### src/rtl/imem_arbiter.sv
// imem_arbiter: round-robin sharing of one 2-cycle-latency instruction memory read port between fetch (F) and load (D)
module imem_arbiter #(
  parameter int DEPTH  = 64,
  parameter int ADDR_W = 30
) (
  input  logic              clk,
  input  logic              reset,
  input  logic              f_valid,
  input  logic [ADDR_W-1:0] f_addr,
  output logic              f_ready,
  output logic              f_rvalid,
  output logic [31:0]       f_rdata,
  output logic              f_err,
  input  logic              d_valid,
  input  logic [ADDR_W-1:0] d_addr,
  output logic              d_ready,
  output logic              d_rvalid,
  output logic [31:0]       d_rdata,
  output logic              d_err,
  output logic              mem_en,
  output logic [ADDR_W-1:0] mem_addr,
  input  logic [31:0]       mem_rdata
);
  localparam logic [ADDR_W-1:0] L_DEPTH = ADDR_W'(DEPTH);
  logic              r_prio, r_s1_v, r_s1_port, r_s1_err;
  logic [ADDR_W-1:0] r_mem_addr, w_addr;
  logic              w_gnt, w_err;
  always_comb begin
    f_ready  = !reset && f_valid && (!d_valid || !r_prio);
    d_ready  = !reset && d_valid && !f_ready;
    w_gnt    = f_ready || d_ready;
    w_addr   = f_ready ? f_addr : d_addr;
    w_err    = w_addr >= L_DEPTH;
    mem_en   = w_gnt && !w_err;
    mem_addr = w_gnt ? w_addr : r_mem_addr;
  end
  // The capture stage feeds the per-port response registers directly, so they double as stage 2.
  always_ff @(posedge clk) begin
    if (reset) begin
      r_prio     <= 1'b0;
      r_mem_addr <= '0;
      r_s1_v     <= 1'b0;
      r_s1_port  <= 1'b0;
      r_s1_err   <= 1'b0;
      f_rvalid   <= 1'b0;
      d_rvalid   <= 1'b0;
      f_rdata    <= '0;
      d_rdata    <= '0;
      f_err      <= 1'b0;
      d_err      <= 1'b0;
    end else begin
      if (w_gnt) begin
        r_prio     <= f_ready;
        r_mem_addr <= w_addr;
      end
      r_s1_v    <= w_gnt;
      r_s1_port <= d_ready;
      r_s1_err  <= w_err;
      f_rvalid  <= r_s1_v && !r_s1_port;
      d_rvalid  <= r_s1_v && r_s1_port;
      if (r_s1_v && !r_s1_port) begin
        f_rdata <= r_s1_err ? '0 : mem_rdata;
        f_err   <= r_s1_err;
      end
      if (r_s1_v && r_s1_port) begin
        d_rdata <= r_s1_err ? '0 : mem_rdata;
        d_err   <= r_s1_err;
      end
    end
  end
endmodule

### config.mk
export PLATFORM = sky130hd
export DESIGN_NAME = imem_arbiter
export DESIGN_NICKNAME = d
export VERILOG_FILES = /design/src/rtl/imem_arbiter.sv
export SDC_FILE = /design/constraint.sdc
export NUM_CORES = 1
export LEC_CHECK = 0
export ABC_AREA = 1
export BUFFER_PORTS_ARGS = -buffer_cell sky130_fd_sc_hd__buf_2
export CORE_MARGIN = 2
export CORE_UTILIZATION = 47
export DETAILED_ROUTE_END_ITERATION = 16
export GPL_TIMING_DRIVEN = 0
export MAX_ROUTING_LAYER = met4
export PLACE_DENSITY = 0.8
export SLEW_MARGIN = 20
export SYNTH_ARGS = -nofsm -noshare
export SYNTH_HDL_FRONTEND = slang
export SYNTH_SLANG_ARGS = --single-unit
### constraint.sdc
create_clock -name clk -period 1.55 [get_ports clk]
set_input_delay 0.0775 -clock clk [delete_from_list [all_inputs] [get_ports clk]]
set_output_delay 0.0775 -clock clk [all_outputs]
set_load 0.03 [all_outputs]
==> results of run 1 <==
worst paths after layout:
path / depth (start not counted) / slack, ns / endpoint
setup / recovery: 11 / -0.43 / mem_en
hold / removal: 3 / 0.02 / d_rdata[0]
setup reg to reg: 11 / -0.01 / r_mem_addr[29]
hold reg to reg: 2 / 0.47 / d_rdata[26]
cell usage in the layout (no fill, tap or decap), types with 2 or more instances in the layout:
cell           synthesis  routed
buf_2                  4     165
nand2_1              139     116
dfxtp_1              102     101
a21oi_1               73      73
o21ai_0               79      61
nor2_1                50      49
inv_1                 42      41
nand3_1               41      34
buf_6                  6      30
nand2_2                7      28
buf_4                  2      25
dlygate4sd3_1          0      23
clkbuf_1              24      20
o21ai_2                0      11
clkbuf_8               0       9
nand3_2                0       7
o21ai_1                0       7
nor2_2                 5       6
clkbuf_2               0       6
clkinv_4               0       5
inv_2                  3       4
nand2_4                1       3
nor2_4                 1       2
nand3b_1               2       2
inv_8                  0       2
kinds of logic (layout without fill, tap and decap cells):
kind of cell           Yosys count  count (layout)
AOI/OAI and AO/OA              152             152
DFF                            102             102
and+or+nand+nor                248             249
buffers and inverters           84             332
power breakdown:
| group | internal, W | leakage, nW | switching, W |
|---|---|---|---|
| clock network | 0.000621 | 0.0974 | 0.000972 |
| logic | 0.000652 | 2.29 | 0.00110 |
| registers | 0.00280 | 0.840 | 0.0000833 |
metal layers:
metal  global-route usage  vias up  part of all wire
met3               0.0596       34             0.080
met2                0.472      236              0.50
li1                     -     2390                 -
met5                    -        -                 0
met4                0.107        0             0.025
met1                0.315     2205              0.39
repair_timing:
| action | CTS | global route |
|---|---|---|
| pin swaps | 2 | 7 |
| buffers inserted | 13 | 1 |
| cloned | 1 | 0 |
| hold buffers | 23 | 0 |
| setup endpoints to repair | 33 | 92 |
| gates resized for setup | 77 | 57 |
| endpoints found under the hold margin | 46 | 0 |
state kept, by name, indices dropped and copies added, names as in the netlist:
name        cells
r_mem_addr     30
f_err           1
d_rvalid        1
r_s1_port       1
r_s1_v          1
d_rdata        32
r_prio          1
f_rdata        32
d_err           1
f_rvalid        1
r_s1_err        1
metrics by stage:
stage	power [W]	utilization	cell area [um^2]	TNS (ns)	instances
floorplan	0.00388	-	4250	0	586
global route	0.00652	0.714	6230	-5.75	943
finish	0.00623	0.714	6230	-2.93	943
global placement	0.00434	0.614	5360	-0.129	889
detailed placement	0.00437	0.614	5360	-0.133	889
CTS	0.00615	0.697	6080	-2.57	942
area by class of cell:
class | count | area share
Timing Repair Buffer | 232 | 0.239
Clock inverter | 7 | 0.0106
Sequential cell | 102 | 0.328
Tap cell | 108 | 0.0217
Buffer | 38 | 0.0343
Multi-Input combinational cell | 401 | 0.318
Inverter | 46 | 0.0285
Clock buffer | 9 | 0.0199
worst register-to-register path, cell delays in order (launching register included):
cell and delay, ns:
dfxtp_2 0.35, nand2_4 0.09, inv_2 0.09, nor2_8 0.19, nand2_2 0.08, nand3_1 0.06, o21ai_1 0.09, buf_4 0.14
buf_4 0.11, buf_4 0.12, buf_4 0.12, nor2_1 0.07
Yosys cell counts, drive strengths merged:
cell / number
o21ai: 79
nand3b: 2
nand2: 147
clkbuf: 24
a21oi: 73
inv: 46
dfxtp: 102
nand3: 42
nor2: 57
buf: 14
==> flow_summary.yaml, run 1 <==
synth:
  synth_top_cell_by_area: "dfxtp_1"
  syn_inst: 586
  avgSynthCellArea_um2: 7.24
  synth_seq_cells: 102
  synth_nets: 682
  synth_top_cells_by_area: "dfxtp_1 48%, nand2_1 12%, o21ai_0 9.3%"
  ys_types: 21
  muxShareOfSynthArea: 0
  synth_top_family_by_area: "simple AND/OR/NAND/NOR gates"
  yosysSeqAreaShare: 0.481
  yosys.area_share.xor_xnor: 0
  synth-compound-area-share: 0.179
  yosys_warnings: 0
  synth_fa_ha_area_frac: 0
  netlist.area_leader.share: 0.481
  netlist_area_mm2: 0.00425
  synth-simple-area-share: 0.251
worst_setup_path:
  startpoint: "r_prio"
  cp_cell_sequence: "nand2_4, nand3_4, buf_6, nand2_2, nand2_1, nor2_1, nand3_1, nor2_2, nand2_1, nor2_2, buf_6"
  timing.rr.start: "r_prio"
  slowest_stage: "dfxtp_2"
  cp_slowest_stage_delay_ns: 0.35
  path_max_fanout: 5
  crit_required_ns: 1.47
  cp-end-kind: "output port"
  crit_family: "simple AND/OR/NAND/NOR gates"
  crit_arrival_ns: 1.91
  cp_num_buf_inv: 2
  path_class: "reg2out"
  start_kind: "flop"
job:
  cap_viol_max_count: 0
finish:
  ff_latch_area_mm2: 0.00204
  nets: 926
  drive_gt1_frac: 0.369
  multi_input_area_mm2: 0.00198
  insertedDiodeCount: 0
  syn_to_final_growth_pct: 46.8
  nFillCells: 673
clocking:
  cts_buffers: 9
  insertion_delay_ns: 0.36
  path_clk_slew_ns: 0.11
  cts-root-buf: "clkbuf_8"
  cts_htree_levels: 3
  clkSinkCount: 102
  clock_path_buffers: 2
  cts_tree: "done"
sta:
  worst_slew_pin_slew_ns: 0.569
  rsz0062_at_grt: "yes"
  setup_violations: 27
  post-route-min-period_ns: 1.98
  fin_hold_ws_ns: 0.0195
  fin_crit_sh: 1.28
  finalHoldViolCount: 0
  skew_ns: 0.0102
  fmaxAchievable_mhz: 504
  maxSlewViolCount: 0
  max_slew_margin: 0.620
  worst_slack_ns: -0.435
floorplan:
  die_h_um: 99.0
  pin_count: 197
  start_util: 0.487
  core_mm2: 0.00872
  dieWidth_um: 99.0
  die_area_mm2: 0.00981
  fp-row-count: 34
power_and_ir_drop:
  power.density_mw_per_mm2: 999
  vdd_drop_max_uv: 714
  leakagePower_nw: 3.22
drt:
  drtIter0Drc: 205
  via_per_inst: 5.16
  drc: 0
  postRouteAntennaNets: 0
  firstDrtPassIters: 5
  routed_wirelength_mm: 13.8
  wl_per_cell_um: 14.6
  vias: 4865
grt:
  grt_pass1_wl_mm: 21.5
  grt_pass1_vias: 4694
  grt_util_all_layers: 0.276
  grt_overflow: 0
  grt_max_degree: 20
  antenna_found_initial: 0
hold_path:
  worstHoldPathType: "in2reg"
  hold_start: "mem_rdata[0]"
place:
  port_buffers: 195
  place.gp.congestion: 0.896
  place_ws_ns: -0.133
  dp_hpwl_mm: 9.56
run_status:
  violations: "setup timing"
  status: "finished with violations"
(Power assumes the default switching activity.)
==> run 2, diff against run 1 <==
--- a/config.mk
+++ b/config.mk
@@ -13,7 +13,7 @@
 export GPL_TIMING_DRIVEN = 0
 export MAX_ROUTING_LAYER = met4
 export PLACE_DENSITY = 0.8
-export SLEW_MARGIN = 20
+export RECOVER_POWER = 25
 export SYNTH_ARGS = -nofsm -noshare
 export SYNTH_HDL_FRONTEND = slang
 export SYNTH_SLANG_ARGS = --single-unit
==> run 2 against run 1 <==
Net effect:
- the run still ends with setup timing left
- combinational power is essentially flat
- largest cell class unchanged
- die area is the same
- critical endpoint unchanged
- via count grew 0.62%
- core utilization shrank 0.59 points
- first-iteration DRC count grew 16%
==> flow_summary.yaml, run 2 (same netlist as run 1, synthesis figures left out) <==
run_status:
  status: "finished with violations"
  violations: "setup timing"
place:
  place_ws_ns: -0.133
  place.gp.congestion: 0.896
  place_inst: 889
  port_buffers: 195
  dpl_cell_area_mm2: 0.00536
  dp_hpwl_mm: 9.56
drt:
  drc: 0
  drtIter0Drc: 237
  vias: 4895
  wl_per_cell_um: 14.6
  via_per_inst: 5.19
  firstDrtPassIters: 5
  routed_wirelength_mm: 13.7
  postRouteAntennaNets: 0
sta:
  fmaxAchievable_mhz: 505
  rsz0062_at_grt: "yes"
  max_slew_margin: 0.623
  finalHoldViolCount: 0
  maxSlewViolCount: 0
  setup_violations: 31
  worst_slew_pin_slew_ns: 0.566
  post-route-min-period_ns: 1.98
  tns_ns: -3.66
  fin_crit_sh: 1.28
  skew_ns: 0.0121
  worst_slack_ns: -0.429
clocking:
  cts_tree: "done"
  cts_htree_levels: 3
  path_clk_slew_ns: 0.11
  clkSinkCount: 102
  cts_buffers: 9
  insertion_delay_ns: 0.36
  cts-root-buf: "clkbuf_8"
  clock_path_buffers: 2
finish:
  mostFrequentLayoutCells: "127 x buf_2, 116 x nand2_1, 101 x dfxtp_1, 73 x a21oi_1, 61 x o21ai_0"
  drive_gt1_frac: 0.322
  final_cell_count_no_fill: 943
  final_common_cell: "buf_2"
  insertedDiodeCount: 0
  nets: 926
  syn_to_final_growth_pct: 45.6
  reg_top3: "d_rdata (32), f_rdata (32), r_mem_addr (30)"
  post-route-cell-area_mm2: 0.00618
worst_setup_path:
  cp_cell_sequence: "nand2_4, nand3_4, buf_6, nand2_4, nand2_1, nor2_1, nand3_1, nor2_2, nand2_1, nor2_2, buf_6"
  path_class: "reg2out"
  cp-end-kind: "output port"
  slowest_stage: "dfxtp_2"
  crit_required_ns: 1.47
  crit_family: "simple AND/OR/NAND/NOR gates"
  worstRegToRegCells: 11
  cp_slowest_stage_delay_ns: 0.35
  start_kind: "flop"
  crit_arrival_ns: 1.90
  cp.depth: 11
  cp_num_buf_inv: 2
  path_max_fanout: 5
floorplan:
  fp-row-count: 34
  dieWidth_um: 99.0
  start_util: 0.487
  die_h_um: 99.0
  die_area_mm2: 0.00981
  core_mm2: 0.00872
  pin_count: 197
power_and_ir_drop:
  leakagePower_nw: 3.07
  vdd_drop_max_uv: 713
  power.density_mw_per_mm2: 1000
grt:
  grt_pass1_wl_mm: 21.5
  grt_pass1_vias: 4694
  antenna_found_initial: 0
  grt_max_degree: 20
  grt_util_all_layers: 0.276
  grt_overflow: 0
hold_path:
  worstHoldPathType: "in2reg"
  hold_path_depth: 3
job:
  cap_viol_max_count: 0
==> run 2: power by group <==
group          switching, W  leakage (nW)  internal, W
clock network      0.000965        0.0974     0.000621
registers         0.0000848         0.840      0.00280
logic               0.00110          2.13     0.000632
==> run 2: per-layer routing <==
layer | routed length (um) | vias up | global-route usage
met4 | 330 | 0 | 0.107
met1 | 5490 | 2240 | 0.315
met2 | 6850 | 235 | 0.472
met5 | 0 | - | -
li1 | - | 2390 | -
met3 | 1070 | 30 | 0.0596
==> run 2: final cells by class <==
class	instances	area [um^2]
buffer	38	210
clock inverter	7	66.3
inverter	46	178
clock buffer	9	124
multi-input combinational	401	1980
sequential	102	2040
tap	108	135
timing repair buffer	232	1440
fill	698	2540
==> run 2: worst register-to-register path, stage by stage (launching register included) <==
cell	delay, ns
dfxtp_2	0.35
nand2_4	0.09
inv_2	0.09
nor2_8	0.19
nand2_2	0.08
nand3_1	0.07
o21ai_1	0.08
buf_4	0.14
buf_4	0.11
buf_4	0.12
buf_4	0.12
nor2_1	0.07
==> run 2: metrics by stage <==
| step | total power, W | util | hold slack, ns |
|---|---|---|---|
| global route | 0.00650 | 0.709 | 0.00924 |
| finish | 0.00620 | 0.709 | 0.0275 |
| global placement | 0.00434 | 0.614 | 0.352 |
| CTS | 0.00615 | 0.697 | 0.00160 |
| detailed placement | 0.00437 | 0.614 | 0.361 |
| floorplan | 0.00388 | - | 0.229 |
==> run 2: repair_timing <==
action	in CTS	in global routing
hold endpoints to repair	46	0
setup endpoints to repair	33	92
gates resized for setup	77	57
gates cloned	1	0
pin swaps	2	7
hold buffers	23	0
buffers inserted	13	1
==> run 2: final timing paths <==
check | start | to | slack [ns]
setup / recovery | r_prio | mem_en | -0.43
hold / removal | mem_rdata[9] | d_rdata[9] | 0.03
setup reg to reg | r_prio | r_mem_addr[29] | -0.01
hold reg to reg | d_rdata[26] | d_rdata[26] | 0.47
==> run 3, diff against run 2 <==
--- a/config.mk
+++ b/config.mk
@@ -7,6 +7,7 @@
 export LEC_CHECK = 0
 export ABC_AREA = 1
 export BUFFER_PORTS_ARGS = -buffer_cell sky130_fd_sc_hd__buf_2
+export CAP_MARGIN = 40
 export CORE_MARGIN = 2
 export CORE_UTILIZATION = 47
 export DETAILED_ROUTE_END_ITERATION = 16
@@ -14,6 +15,7 @@
 export MAX_ROUTING_LAYER = met4
 export PLACE_DENSITY = 0.8
 export RECOVER_POWER = 25
+export SKIP_LAST_GASP = 1
 export SYNTH_ARGS = -nofsm -noshare
 export SYNTH_HDL_FRONTEND = slang
 export SYNTH_SLANG_ARGS = --single-unit
==> run 3 against run 2 <==
Net effect:
- the run still ends with setup timing left
- clock skew about the same
- non-clock buffer count unchanged
- fmax increased by 0.99%
- worst setup slack improved by 0.019 ns
- global-route usage decreased by 0.12 points
- routed wire length decreased by 0.35%
- sequential power about the same
- cell count unchanged
- core utilization decreased by 0.53 points
- sequential share of layout area increased by 0.25 points
- critical path depth decreased by 1
- register-to-register slack about the same
- critical endpoint unchanged
==> flow_summary.yaml, run 3 (same netlist as run 1, synthesis figures left out) <==
drt:
  postRouteAntennaNets: 0
  wl_per_cell_um: 14.5
  vias: 4869
  met3RoutedLength_mm: 1.09
  wl_met1_mm: 5.41
  drc: 0
  routed-wl-met2_mm: 6.79
  via_per_inst: 5.16
  top_layer: "met4"
  drtIter0Drc: 222
  firstDrtPassIters: 5
  routed_wirelength_mm: 13.7
worst_setup_path:
  start_kind: "flop"
  crit_arrival_ns: 1.88
  worstRegToRegCells: 11
  path_max_fanout: 10
  crit_required_ns: 1.47
  reg2reg_setup_slack_ns: 0
  path_class: "reg2out"
  timing.rr.start: "r_prio"
  r2r-end: "r_mem_addr[29]"
  cp-end-kind: "output port"
hold_path:
  hold_path_depth: 3
  worstHoldPathType: "in2reg"
  hold_start: "mem_rdata[1]"
  holdPathEnd: "d_rdata[1]"
finish:
  final_cell_count_no_fill: 943
  mostFrequentLayoutCells: "127 x buf_2, 120 x nand2_1, 101 x dfxtp_1, 73 x a21oi_1, 62 x o21ai_0"
  final_common_cell: "buf_2"
  nets: 926
  insertedDiodeCount: 0
  drive_gt1_frac: 0.311
  syn_to_final_growth_pct: 44.5
  reg_top3: "d_rdata (32), f_rdata (32), r_mem_addr (30)"
sta:
  post-route-min-period_ns: 1.96
  setup_violations: 31
  maxSlewViolCount: 0
  rsz0062_at_grt: "yes"
  skew_ns: 0.0118
  worst_slew_pin_slew_ns: 0.527
  worst_slack_ns: -0.410
  finalHoldViolCount: 0
  tns_ns: -3.38
  fmaxAchievable_mhz: 510
  max_slew_margin: 0.649
  fin_crit_sh: 1.26
floorplan:
  dieWidth_um: 99.0
  fp-row-count: 34
  start_util: 0.487
  die_area_mm2: 0.00981
  die_h_um: 99.0
  pin_count: 197
  core_mm2: 0.00872
grt:
  grt_util_all_layers: 0.275
  grt_max_degree: 20
  grt_overflow: 0
  antenna_found_initial: 0
  grt_pass1_vias: 4671
  grt_pass1_wl_mm: 21.4
place:
  place.gp.congestion: 0.896
  place_inst: 889
  place_ws_ns: -0.133
  dp_hpwl_mm: 9.56
  port_buffers: 195
clocking:
  insertion_delay_ns: 0.36
  cts_tree: "done"
  clkSinkCount: 102
  cts-root-buf: "clkbuf_8"
  cts_buffers: 9
  clock_path_buffers: 2
  cts_htree_levels: 3
  path_clk_slew_ns: 0.11
power_and_ir_drop:
  power.density_mw_per_mm2: 1010
  vdd_drop_max_uv: 714
  leakagePower_nw: 3.05
  power_w: 0.00618
run_status:
  violations: "setup timing"
  status: "finished with violations"
job:
  cap_viol_max_count: 0
[run 3: cell count changes in the layout (fill, tap and decap cells not counted)]
| cell | delta |
|---|---|
| nand2_4 | -1 |
| buf_4 | +3 |
| inv_1 | +1 |
| buf_6 | -3 |
| o21ai_1 | -1 |
| o21ai_0 | +1 |
| nand2_1 | +4 |
| nand3_2 | -4 |
| nand2_2 | -3 |
| nand3_1 | +4 |
| inv_2 | -1 |
[run 3: how the worst max path moves through the flow]
stage                      start      to  slack [ns]
after floorplan           r_prio  mem_en        0.02
after global placement    r_prio  mem_en       -0.13
after detailed placement  r_prio  mem_en       -0.13
after CTS                 r_prio  mem_en       -0.37
after global routing      r_prio  mem_en       -0.53
final                     r_prio  mem_en       -0.41
[run 3: stage by stage]
stage	hold slack, ns	cell area [um^2]	util
2_1_floorplan	0.229	4250	-
3_3_place_gp	0.352	5360	0.614
3_5_place_dp	0.361	5360	0.614
4_1_cts	0.00160	6060	0.695
5_1_grt	0.00924	6130	0.703
6_report	0.0254	6130	0.703
[run 3: layout make-up]
cell class,count,area [um^2]
Buffer,38,210
Multi-Input combinational cell,401,1950
Clock inverter,7,66.3
Sequential cell,102,2040
Tap cell,108,135
Timing Repair Buffer,232,1430
Clock buffer,9,124
Fill cell,713,2590
Inverter,46,178
[run 3: worst max-delay path, stage by stage, from the launching register on]
cell and delay (ns):
dfxtp_2 0.36, nand2_4 0.07, buf_4 0.17, nand3_1 0.13
nand2_1 0.07, nor2_1 0.14, nand3_1 0.14, nor2_2 0.14
nand2_1 0.07, nor2_2 0.09, buf_6 0.14
[run 3: timing repair]
| action | in CTS | in global routing |
|---|---|---|
| resized for setup | 70 | 50 |
| hold buffers | 23 | 0 |
| hold endpoints to repair | 46 | 0 |
| pin swaps | 2 | 5 |
| endpoints found under the setup margin | 33 | 92 |
| cloned | 1 | 0 |
| setup buffers | 13 | 1 |
[run 3: metal layers]
metal,GRT usage,vias to the layer above
met1,0.313,2208
met2,0.467,228
met3,0.0582,41
met5,-,-
li1,-,2392
met4,0.115,0
[run 3: report_power, final]
group	total [W]	internal, W	switching [W]
combinational	0.00171	0.000622	0.00108
clock	0.00159	0.000621	0.000966
sequential	0.00289	0.00280	0.0000854
